### src/rtl/memcore_uram_arbiter.sv
// Round-robin arbiter that time-shares one simple-dual-port URAM between NUM_PORTS requesters.
// Writes go to memory port 0 and reads to port 1. Read responses are steered back by a tag pipeline.
module memcore_uram_arbiter #(
    parameter int NUM_PORTS     = 2,
    parameter int DATA_WIDTH    = 32,
    parameter int ADDRESS_WIDTH = 6,
    parameter int READ_LATENCY  = 1
) (
    input  logic                               clk,
    input  logic                               reset,
    input  logic [NUM_PORTS-1:0]               wr_valid,
    output logic [NUM_PORTS-1:0]               wr_ready,
    input  logic [NUM_PORTS*ADDRESS_WIDTH-1:0] wr_addr,
    input  logic [NUM_PORTS*DATA_WIDTH-1:0]    wr_data,
    input  logic [NUM_PORTS-1:0]               rd_valid,
    output logic [NUM_PORTS-1:0]               rd_ready,
    input  logic [NUM_PORTS*ADDRESS_WIDTH-1:0] rd_addr,
    output logic [NUM_PORTS-1:0]               rd_resp_valid,
    output logic [DATA_WIDTH-1:0]              rd_resp_data,
    output logic [ADDRESS_WIDTH-1:0]           mem_address0,
    output logic                               mem_ce0,
    output logic                               mem_we0,
    output logic [DATA_WIDTH-1:0]              mem_d0,
    output logic [ADDRESS_WIDTH-1:0]           mem_address1,
    output logic                               mem_ce1,
    input  logic [DATA_WIDTH-1:0]              mem_q1
);

    localparam int IDX_W = (NUM_PORTS > 1) ? $clog2(NUM_PORTS) : 1;

    // Returns {found, index} of the first set request after ptr, wrapping around.
    function automatic logic [IDX_W:0] rr_pick(input logic [NUM_PORTS-1:0] req,
                                               input logic [IDX_W-1:0] ptr);
        logic             found;
        logic [IDX_W-1:0] win;
        logic [IDX_W-1:0] cand;
        found = 1'b0;
        win   = '0;
        for (int j = 1; j <= NUM_PORTS; j++) begin
            cand = IDX_W'((int'(ptr) + j) % NUM_PORTS);
            if (!found && req[cand]) begin
                found = 1'b1;
                win   = cand;
            end else begin
                found = found;
            end
        end
        return {found, win};
    endfunction

    function automatic logic [NUM_PORTS-1:0] to_onehot(input logic [IDX_W-1:0] idx);
        logic [NUM_PORTS-1:0] oh;
        oh      = '0;
        oh[idx] = 1'b1;
        return oh;
    endfunction

    logic [IDX_W-1:0]         wr_ptr_r;
    logic [IDX_W-1:0]         rd_ptr_r;
    logic [IDX_W:0]           wr_pick_s;
    logic [IDX_W:0]           rd_pick_s;
    logic                     wr_found_s;
    logic                     rd_found_s;
    logic [IDX_W-1:0]         wr_win_s;
    logic [IDX_W-1:0]         rd_win_s;
    logic [ADDRESS_WIDTH-1:0] wr_win_addr_s;
    logic [ADDRESS_WIDTH-1:0] rd_win_addr_s;
    logic [DATA_WIDTH-1:0]    wr_win_data_s;
    logic                     hazard_s;
    logic                     rd_grant_s;

    logic [READ_LATENCY:0]    tag_v_r;
    logic [NUM_PORTS-1:0]     tag_id_r [READ_LATENCY+1];

    assign wr_pick_s     = rr_pick(wr_valid, wr_ptr_r);
    assign rd_pick_s     = rr_pick(rd_valid, rd_ptr_r);
    assign wr_found_s    = wr_pick_s[IDX_W];
    assign rd_found_s    = rd_pick_s[IDX_W];
    assign wr_win_s      = wr_pick_s[IDX_W-1:0];
    assign rd_win_s      = rd_pick_s[IDX_W-1:0];
    assign wr_win_addr_s = wr_addr[wr_win_s*ADDRESS_WIDTH +: ADDRESS_WIDTH];
    assign rd_win_addr_s = rd_addr[rd_win_s*ADDRESS_WIDTH +: ADDRESS_WIDTH];
    assign wr_win_data_s = wr_data[wr_win_s*DATA_WIDTH +: DATA_WIDTH];

    // A read that targets the address being written this cycle waits one cycle so it sees the new data.
    assign hazard_s   = wr_found_s && rd_found_s && (rd_win_addr_s == wr_win_addr_s);
    assign rd_grant_s = rd_found_s && !hazard_s;

    // Combinational grants, forced low while reset is asserted.
    always_comb begin
        wr_ready = '0;
        rd_ready = '0;
        if (reset) begin
            wr_ready = '0;
            rd_ready = '0;
        end else begin
            if (wr_found_s) begin
                wr_ready = to_onehot(wr_win_s);
            end else begin
                wr_ready = '0;
            end
            if (rd_grant_s) begin
                rd_ready = to_onehot(rd_win_s);
            end else begin
                rd_ready = '0;
            end
        end
    end

    // Round-robin pointers remember the last winner of each channel.
    always_ff @(posedge clk or posedge reset) begin
        if (reset) begin
            wr_ptr_r <= IDX_W'(NUM_PORTS - 1);
            rd_ptr_r <= IDX_W'(NUM_PORTS - 1);
        end else begin
            if (wr_found_s) wr_ptr_r <= wr_win_s;
            if (rd_grant_s) rd_ptr_r <= rd_win_s;
        end
    end

    // Registered memory commands; address and data hold when idle.
    always_ff @(posedge clk or posedge reset) begin
        if (reset) begin
            mem_ce0      <= 1'b0;
            mem_we0      <= 1'b0;
            mem_address0 <= '0;
            mem_d0       <= '0;
            mem_ce1      <= 1'b0;
            mem_address1 <= '0;
        end else begin
            mem_ce0 <= wr_found_s;
            mem_we0 <= wr_found_s;
            mem_ce1 <= rd_grant_s;
            if (wr_found_s) begin
                mem_address0 <= wr_win_addr_s;
                mem_d0       <= wr_win_data_s;
            end
            if (rd_grant_s) mem_address1 <= rd_win_addr_s;
        end
    end

    // Tag pipeline tracking which requester owns each read in flight.
    always_ff @(posedge clk or posedge reset) begin
        if (reset) begin
            tag_v_r <= '0;
            for (int i = 0; i <= READ_LATENCY; i++) tag_id_r[i] <= '0;
        end else begin
            tag_v_r     <= {tag_v_r[READ_LATENCY-1:0], rd_grant_s};
            tag_id_r[0] <= rd_grant_s ? to_onehot(rd_win_s) : '0;
            for (int i = 1; i <= READ_LATENCY; i++) tag_id_r[i] <= tag_id_r[i-1];
        end
    end

    // Response strobe and data, captured when the oldest tag matures.
    always_ff @(posedge clk or posedge reset) begin
        if (reset) begin
            rd_resp_valid <= '0;
            rd_resp_data  <= '0;
        end else if (tag_v_r[READ_LATENCY]) begin
            rd_resp_valid <= tag_id_r[READ_LATENCY];
            rd_resp_data  <= mem_q1;
        end else begin
            rd_resp_valid <= '0;
        end
    end

endmodule

### config.mk
export PLATFORM = sky130hd
export DESIGN_NAME = memcore_uram_arbiter
export DESIGN_NICKNAME = d
export VERILOG_FILES = /design/src/rtl/memcore_uram_arbiter.sv
export SDC_FILE = /design/constraint.sdc
export NUM_CORES = 1
export LEC_CHECK = 0
export ABC_AREA = 0
export BUFFER_PORTS_ARGS = -buffer_cell sky130_fd_sc_hd__buf_2
export CORE_AREA = 2 2 99 101
export CTS_CLUSTER_DIAMETER = 200
export CTS_CLUSTER_SIZE = 30
export DETAILED_ROUTE_END_ITERATION = 10
export DIE_AREA = 0 0 101 103
export GPL_TIMING_DRIVEN = 0
export HOLD_SLACK_MARGIN = 0.1
export PLACE_DENSITY = 0.85
export SLEW_MARGIN = 20
export SYNTH_ARGS = -nofsm -noshare
export SYNTH_HDL_FRONTEND = slang
export SYNTH_SLANG_ARGS = --single-unit
### constraint.sdc
create_clock -name clk -period 2.32 [get_ports clk]
set_input_delay 0.116 -clock clk [delete_from_list [all_inputs] [get_ports clk]]
set_output_delay 0.116 -clock clk [all_outputs]
set_load 0.05 [all_outputs]
==> flow_metrics.tcl, run 1 <==
set metrics [dict create \
    hp-start "rd_addr[4]" \
    slowest_delay_ps 580 \
    num_vias 3712 \
    io_pins 211 \
    crit_slowest_cell "dfstp_2" \
    nets 774 \
    antenna_found_initial 0 \
    p_seq_share_pct 40.1 \
    ys.flop_type "dfrtp_1" \
    grt_max_degree 38 \
    clk_path_buf_depth 2 \
    first_pass_iters 4 \
    grt.total_usage_pct 22.8 \
    synth_most_common_cell "dfrtp_1" \
    start_util_pct 37.9 \
    fmax_mhz 403 \
    htreeDepth 3 \
    crit_chain "a21boi_4 > buf_6 > mux2i_2 > xor2_2 > nor3_2 > buf_4 > a21oi_4 > and3_4 > buf_8" \
    cp.arrival_ps 2360 \
    cellLeakagePower_uw 0.00324 \
    synth_top_area_share_pct 59.3 \
    fin_crit_ps 2480 \
    area_growth_pct 80.2 \
    worst_slew_pin_slew_ps 873 \
    startpoint "rd_ptr_r$_DFFE_PP1N_" \
    dp_hpwl_um 7150 \
    slew_viol_final 0 \
    rows 36 \
    die_x_um 101 \
    yosys-top-cells-area "dfrtp_1 59%, mux2_2 10%, nand2_1 6.9%" \
    grt_pass1_vias 3782 \
    endpoint_kind "output pin" \
    yosys_warnings 0 \
    numClockSinks 87 \
    cp_top_family "flip-flops" \
    routabilityCongestion 0.786 \
    fin_crit_sh_pct 107 \
    die-height_um 103 \
    synth_edf_count 0 \
    min_path_type "in -> reg" \
    required_ps 2200 \
    gr-total-overflow 0 \
    ys_seq_elements 87 \
    outcome "finished, violations left" \
    final.setup_skew_ps 13.0 \
    antenna_cells 0 \
    finalSetupViolations 2 \
    net-switching-power_uw 1630 \
    syn_nets 424 \
    synth_common_cells "85 x dfrtp_1, 66 x nand2_1, 32 x a22oi_1, 32 x mux2_2, 19 x mux2i_1" \
    hold_slack_ps 112 \
    wl_per_cell_um 16.2 \
    async_flop_share_pct 100 \
    cellPowerDensity_nw_per_um2 687 \
    coreArea_um2 9460 \
    drt_iter0_markers 129 \
    ir_drop_v 0.000383 \
    syn-mean-instance-area_um2 12.0 \
    cts_tree "done" \
    hold_viol 0 \
    rsz0062_at_grt "true" \
    worst-setup-path-type "reg -> out" \
    drive_above_1_share_pct 46.4 \
    path_clk_slew_ps 100 \
    synth_top_area_cell "dfrtp_1" \
    ant_nets 0 \
    finalPower_uw 4440 \
    crit_path_max_fanout 3 \
    via_per_inst 4.84 \
    p_int_uw 2810 \
    start_kind "register" \
    p_sw_share_pct 36.7 \
    numCtsBuffers 9 \
    io_buffers 210 \
    setup_slack_ps -158 \
    maxSlewHeadroom_pct 41.6 \
    violations "setup timing" \
    comb_power_share_pct 35.6 \
    synth_cell_types 23 \
    clkLatencyLatePin_ps 350 \
    syn_inst 298 \
    wirelength_um 12400 \
    die_area_um2 10400 \
    cap_viol_max_count 0 \
    regToRegStartpoint "rd_ptr_r$_DFFE_PP1N_" \
    cts-root-buf "clkbuf_8" \
    synth_seq_area_share_pct 60.7 \
    clkPwrFrac_pct 24.3 \
    crit_buf_inv 3 \
    grt_pass1_wl_um 18200 \
    drc 0 \
    syn_area_um2 3590 \
    fillers 636 \
]
[flip-flops by register name (all words and copies together) (netlist names)]
name / count
mem_we0: 1
rd_resp_valid: 2
rd_ptr_r: 1
rd_resp_data: 32
tag_v_r: 2
mem_d0: 32
mem_address0: 6
mem_address1: 6
wr_ptr_r: 1
tag_id_r: 4
[kinds of logic after synthesis]
logic type | after synthesis | share of synthesized area [%]
multiplexers | 51 | 15.3
AND/OR/NAND/NOR | 86 | 10.1
AO/OA/AOI/OAI | 43 | 9.52
XOR/XNOR | 6 | 1.46
flip-flops | 87 | 60.7
buffers and inverters | 25 | 2.82
[final cells by class]
class | count | area (µm²) | area share [%]
clock inverter | 6 | 66.3 | 1.03
multi-input combinational | 186 | 1450 | 22.4
tap | 114 | 143 | 2.21
buffer | 16 | 78.8 | 1.22
timing repair buffer | 339 | 2370 | 36.7
sequential | 87 | 2180 | 33.7
clock buffer | 10 | 138 | 2.13
inverter | 9 | 37.5 | 0.580
[power by group through the flow]
stage               Combinational [µW]  Sequential (µW)  Clock, µW
floorplan                          334             2340          0
global placement                  1220             1790          0
detailed placement                1250             1800          0
CTS                               1480             1770       1130
global route                      1670             1800       1180
finish                            1580             1780       1080
[worst reg2reg max path: cells and delay by family, from the launching register on]
family	cells	cell delay, ps
XOR/XNOR	1	200
multiplexers	2	520
flip-flops	1	580
AND/OR/NAND/NOR	1	60
AO/OA/AOI/OAI	2	250
buffers and inverters	4	590
[worst paths after layout]
path | end | cells after the start | slack [ps]
max in group asynchronous | wr_ptr_r$_DFFE_PP1N_ | 4 | 1310
setup / recovery | rd_ready[0] | 9 | -160
hold / removal | mem_address1[4]$_DFFE_PP0N_ | 3 | 110
setup reg to reg | mem_address1[1]$_DFFE_PP0N_ | 10 | 60
hold reg to reg | tag_v_r[1]$_DFF_PP0_ | 0 | 370
min in group asynchronous | mem_address1[4]$_DFFE_PP0N_ | 3 | 400
[layout by cell type (no fill, tap or decap), drive strengths merged, types with 6 or more instances in the layout]
cell type      n
a21oi          7
a22oi         32
buf          229
clkbuf        22
dfrtp         85
dlygate4sd3  114
inv           10
mux2          32
mux2i         19
nand2         66
nor2          10
xor2           6
[metrics by stage]
stage	setup TNS [ps]	cell area (µm²)	setup slack [ps]	std cells	utilization, %
2_1_floorplan	0	3600	92.3	298	-
3_3_place_gp	-773	4790	-398	622	50.7
3_5_place_dp	-108	4830	-108	624	51.1
4_1_cts	-387	6250	-204	757	66.0
5_1_grt	-557	6470	-251	767	68.4
6_report	-262	6470	-158	767	68.4
[metal layers]
layer  vias up  wire length, µm  track usage [%]  share of wire, %
li1       1726                -                -                 -
met1      1731             4690             25.2                38
met2       212             6550             41.4                53
met3        43              780             5.08               6.3
met4         0              392             11.1               3.2
met5         -                0                0                 0
[repair_timing]
action | in CTS | in global routing
endpoints found under the setup margin | 2 | 37
hold buffers | 114 | 0
setup buffers | 3 | 10
pin swaps | 5 | 9
endpoints found under the hold margin | 88 | 0
gates resized for setup | 13 | 24
Power figures use the tool's default switching activity.
==> inputs of run 2 (changes only) <==
SETUP_SLACK_MARGIN = 0.4   (was not set)
SKIP_LAST_GASP = 1   (was not set)
==> flow_metrics.tcl, run 2 (same netlist as run 1, synthesis figures left out) <==
set metrics [dict create \
    maxSlewHeadroom_pct 42.7 \
    final_common_cell "buf_2" \
    cellLeakagePower_uw 0.00322 \
    wl_per_cell_um 16.9 \
    io_buffers 210 \
    numClockSinks 87 \
    start_kind "register" \
    cellPowerDensity_nw_per_um2 672 \
    die_area_um2 10400 \
    rows 36 \
    net-switching-power_uw 1620 \
    dp_hpwl_um 7500 \
    worst_slew_pin_slew_ps 859 \
    area_growth_pct 79.6 \
    io_pins 211 \
    cts_tree "done" \
    worst-setup-path-type "reg -> out" \
    slew_viol_final 0 \
    crit_path_max_fanout 3 \
    fin_crit_sh_pct 107 \
    p_seq_share_pct 41.1 \
    gr-total-overflow 0 \
    drc 0 \
    grt_max_degree 36 \
    drt_iter0_markers 134 \
    drive_above_1_share_pct 47.7 \
    fin_crit_ps 2480 \
    cpMostUsedCell "buf_6" \
    rsz0062_at_grt "true" \
    p_int_uw 2720 \
    required_ps 2200 \
    grt.total_usage_pct 24.5 \
    crit_slowest_cell "dfstp_2" \
    comb_power_share_pct 35.5 \
    clkLatencyLatePin_ps 350 \
    path_clk_slew_ps 90 \
    tns_ps -312 \
    fmax_mhz 403 \
    clkPwrFrac_pct 23.4 \
    crit_chain "a21boi_4 > buf_6 > mux2i_4 > xor2_2 > nor4_4 > and2_4 > nor3_4 > buf_6" \
    multi_input_area_um2 1460 \
    wirelength_um 12900 \
    nets 771 \
    numCtsBuffers 9 \
    die-height_um 103 \
    ff_latch_area_um2 2180 \
    slowest_delay_ps 560 \
    p_sw_share_pct 37.3 \
    fillers 637 \
    ant_nets 0 \
    htreeDepth 3 \
    num_vias 3753 \
    hold_viol 0 \
    largestRegisters "mem_d0 (32), rd_resp_data (32)" \
    violations "setup timing" \
    antenna_found_initial 0 \
    cp.arrival_ps 2360 \
    grt_pass1_vias 4042 \
    via_per_inst 4.91 \
    pre_cts_slack_ps 2.46 \
    min_path_type "in -> reg" \
    die_x_um 101 \
    cap_viol_max_count 0 \
    start_util_pct 37.9 \
    finalSetupViolations 2 \
    grt_pass1_wl_um 19500 \
    routabilityCongestion 0.844 \
    first_pass_iters 4 \
    final.setup_skew_ps 16.5 \
    final_cell_mix "206 x buf_2, 108 x dlygate4sd3_1, 85 x dfrtp_1" \
    outcome "finished, violations left" \
    antenna_cells 0 \
    ir_drop_v 0.000339 \
    cts-root-buf "clkbuf_8" \
    clk_path_buf_depth 2 \
    endpoint_kind "output pin" \
    setup_slack_ps -159 \
    coreArea_um2 9460 \
]
[run 2: power groups by stage]
stage | logic (µW) | registers (µW) | clock network [µW]
final | 1540 | 1780 | 1020
after global routing | 1620 | 1800 | 1100
after CTS | 1480 | 1770 | 1040
after detailed placement | 1270 | 1800 | 0
after global placement | 1230 | 1790 | 0
after floorplan | 341 | 2340 | 0
[run 2: cell type report]
class | count | share of cell area, %
tap | 114 | 2.21
sequential | 87 | 33.8
clock buffer | 12 | 2.56
timing repair buffer | 336 | 36.5
clock inverter | 4 | 0.446
buffer | 16 | 1.28
inverter | 9 | 0.582
multi-input combinational | 186 | 22.6
[run 2: worst paths after layout]
check                                          endpoint  cells past startpoint  slack (ps)             startpoint
max                                         rd_ready[1]                      8        -160   wr_ptr_r$_DFFE_PP1N_
min                         mem_address1[2]$_DFFE_PP0N_                      3         130             rd_addr[2]
max reg2reg                 mem_address1[0]$_DFFE_PP0N_                      9         120   wr_ptr_r$_DFFE_PP1N_
min reg2reg                       tag_id_r[1]$_DFF_PP0_                      0         370  tag_id_r[3]$_DFF_PP0_
max in group asynchronous         mem_d0[7]$_DFFE_PP0N_                      4         920                  reset
min in group asynchronous  rd_resp_data[19]$_DFFE_PP0P_                      4         490                  reset
[run 2: critical path, delay by kind of cell (launching register included)]
kind	cells	cell delay, ps
buffers and inverters	2	290
DFF	1	560
muxes	1	190
xor gates and xnor gates	1	190
AOI/OAI and AO/OA	1	70
and+or+nand+nor	3	700
[run 2: what timing repair did]
action | 4_1_cts | 5_1_grt
pin swaps | 10 | 6
hold buffers | 109 | 0
gates resized for setup | 26 | 15
endpoints found under the hold margin | 92 | 0
setup buffers | 11 | 4
endpoints found under the setup margin | 24 | 32
[run 2: stage by stage]
step | utilization [%] | total power [µW] | cell area, µm² | hold WS (ps) | std cells
6_report | 68.2 | 4340 | 6450 | 126 | 764
3_3_place_gp | 50.9 | 3020 | 4820 | 313 | 622
3_5_place_dp | 51.3 | 3070 | 4860 | 223 | 624
5_1_grt | 68.2 | 4520 | 6450 | 146 | 764
4_1_cts | 67.0 | 4300 | 6340 | 118 | 760
2_1_floorplan | - | 2680 | 3620 | 174 | 298
[run 2: layer usage]
layer  part of all wire (%)  wire length (µm)  track usage, %  vias up
li1                       -                 -               -     1705
met1                     38              4930            28.4     1768
met2                     51              6550            41.6      231
met3                    7.4               959            5.42       49
met4                    3.7               484            15.0        0
met5                      0                 0               0        -
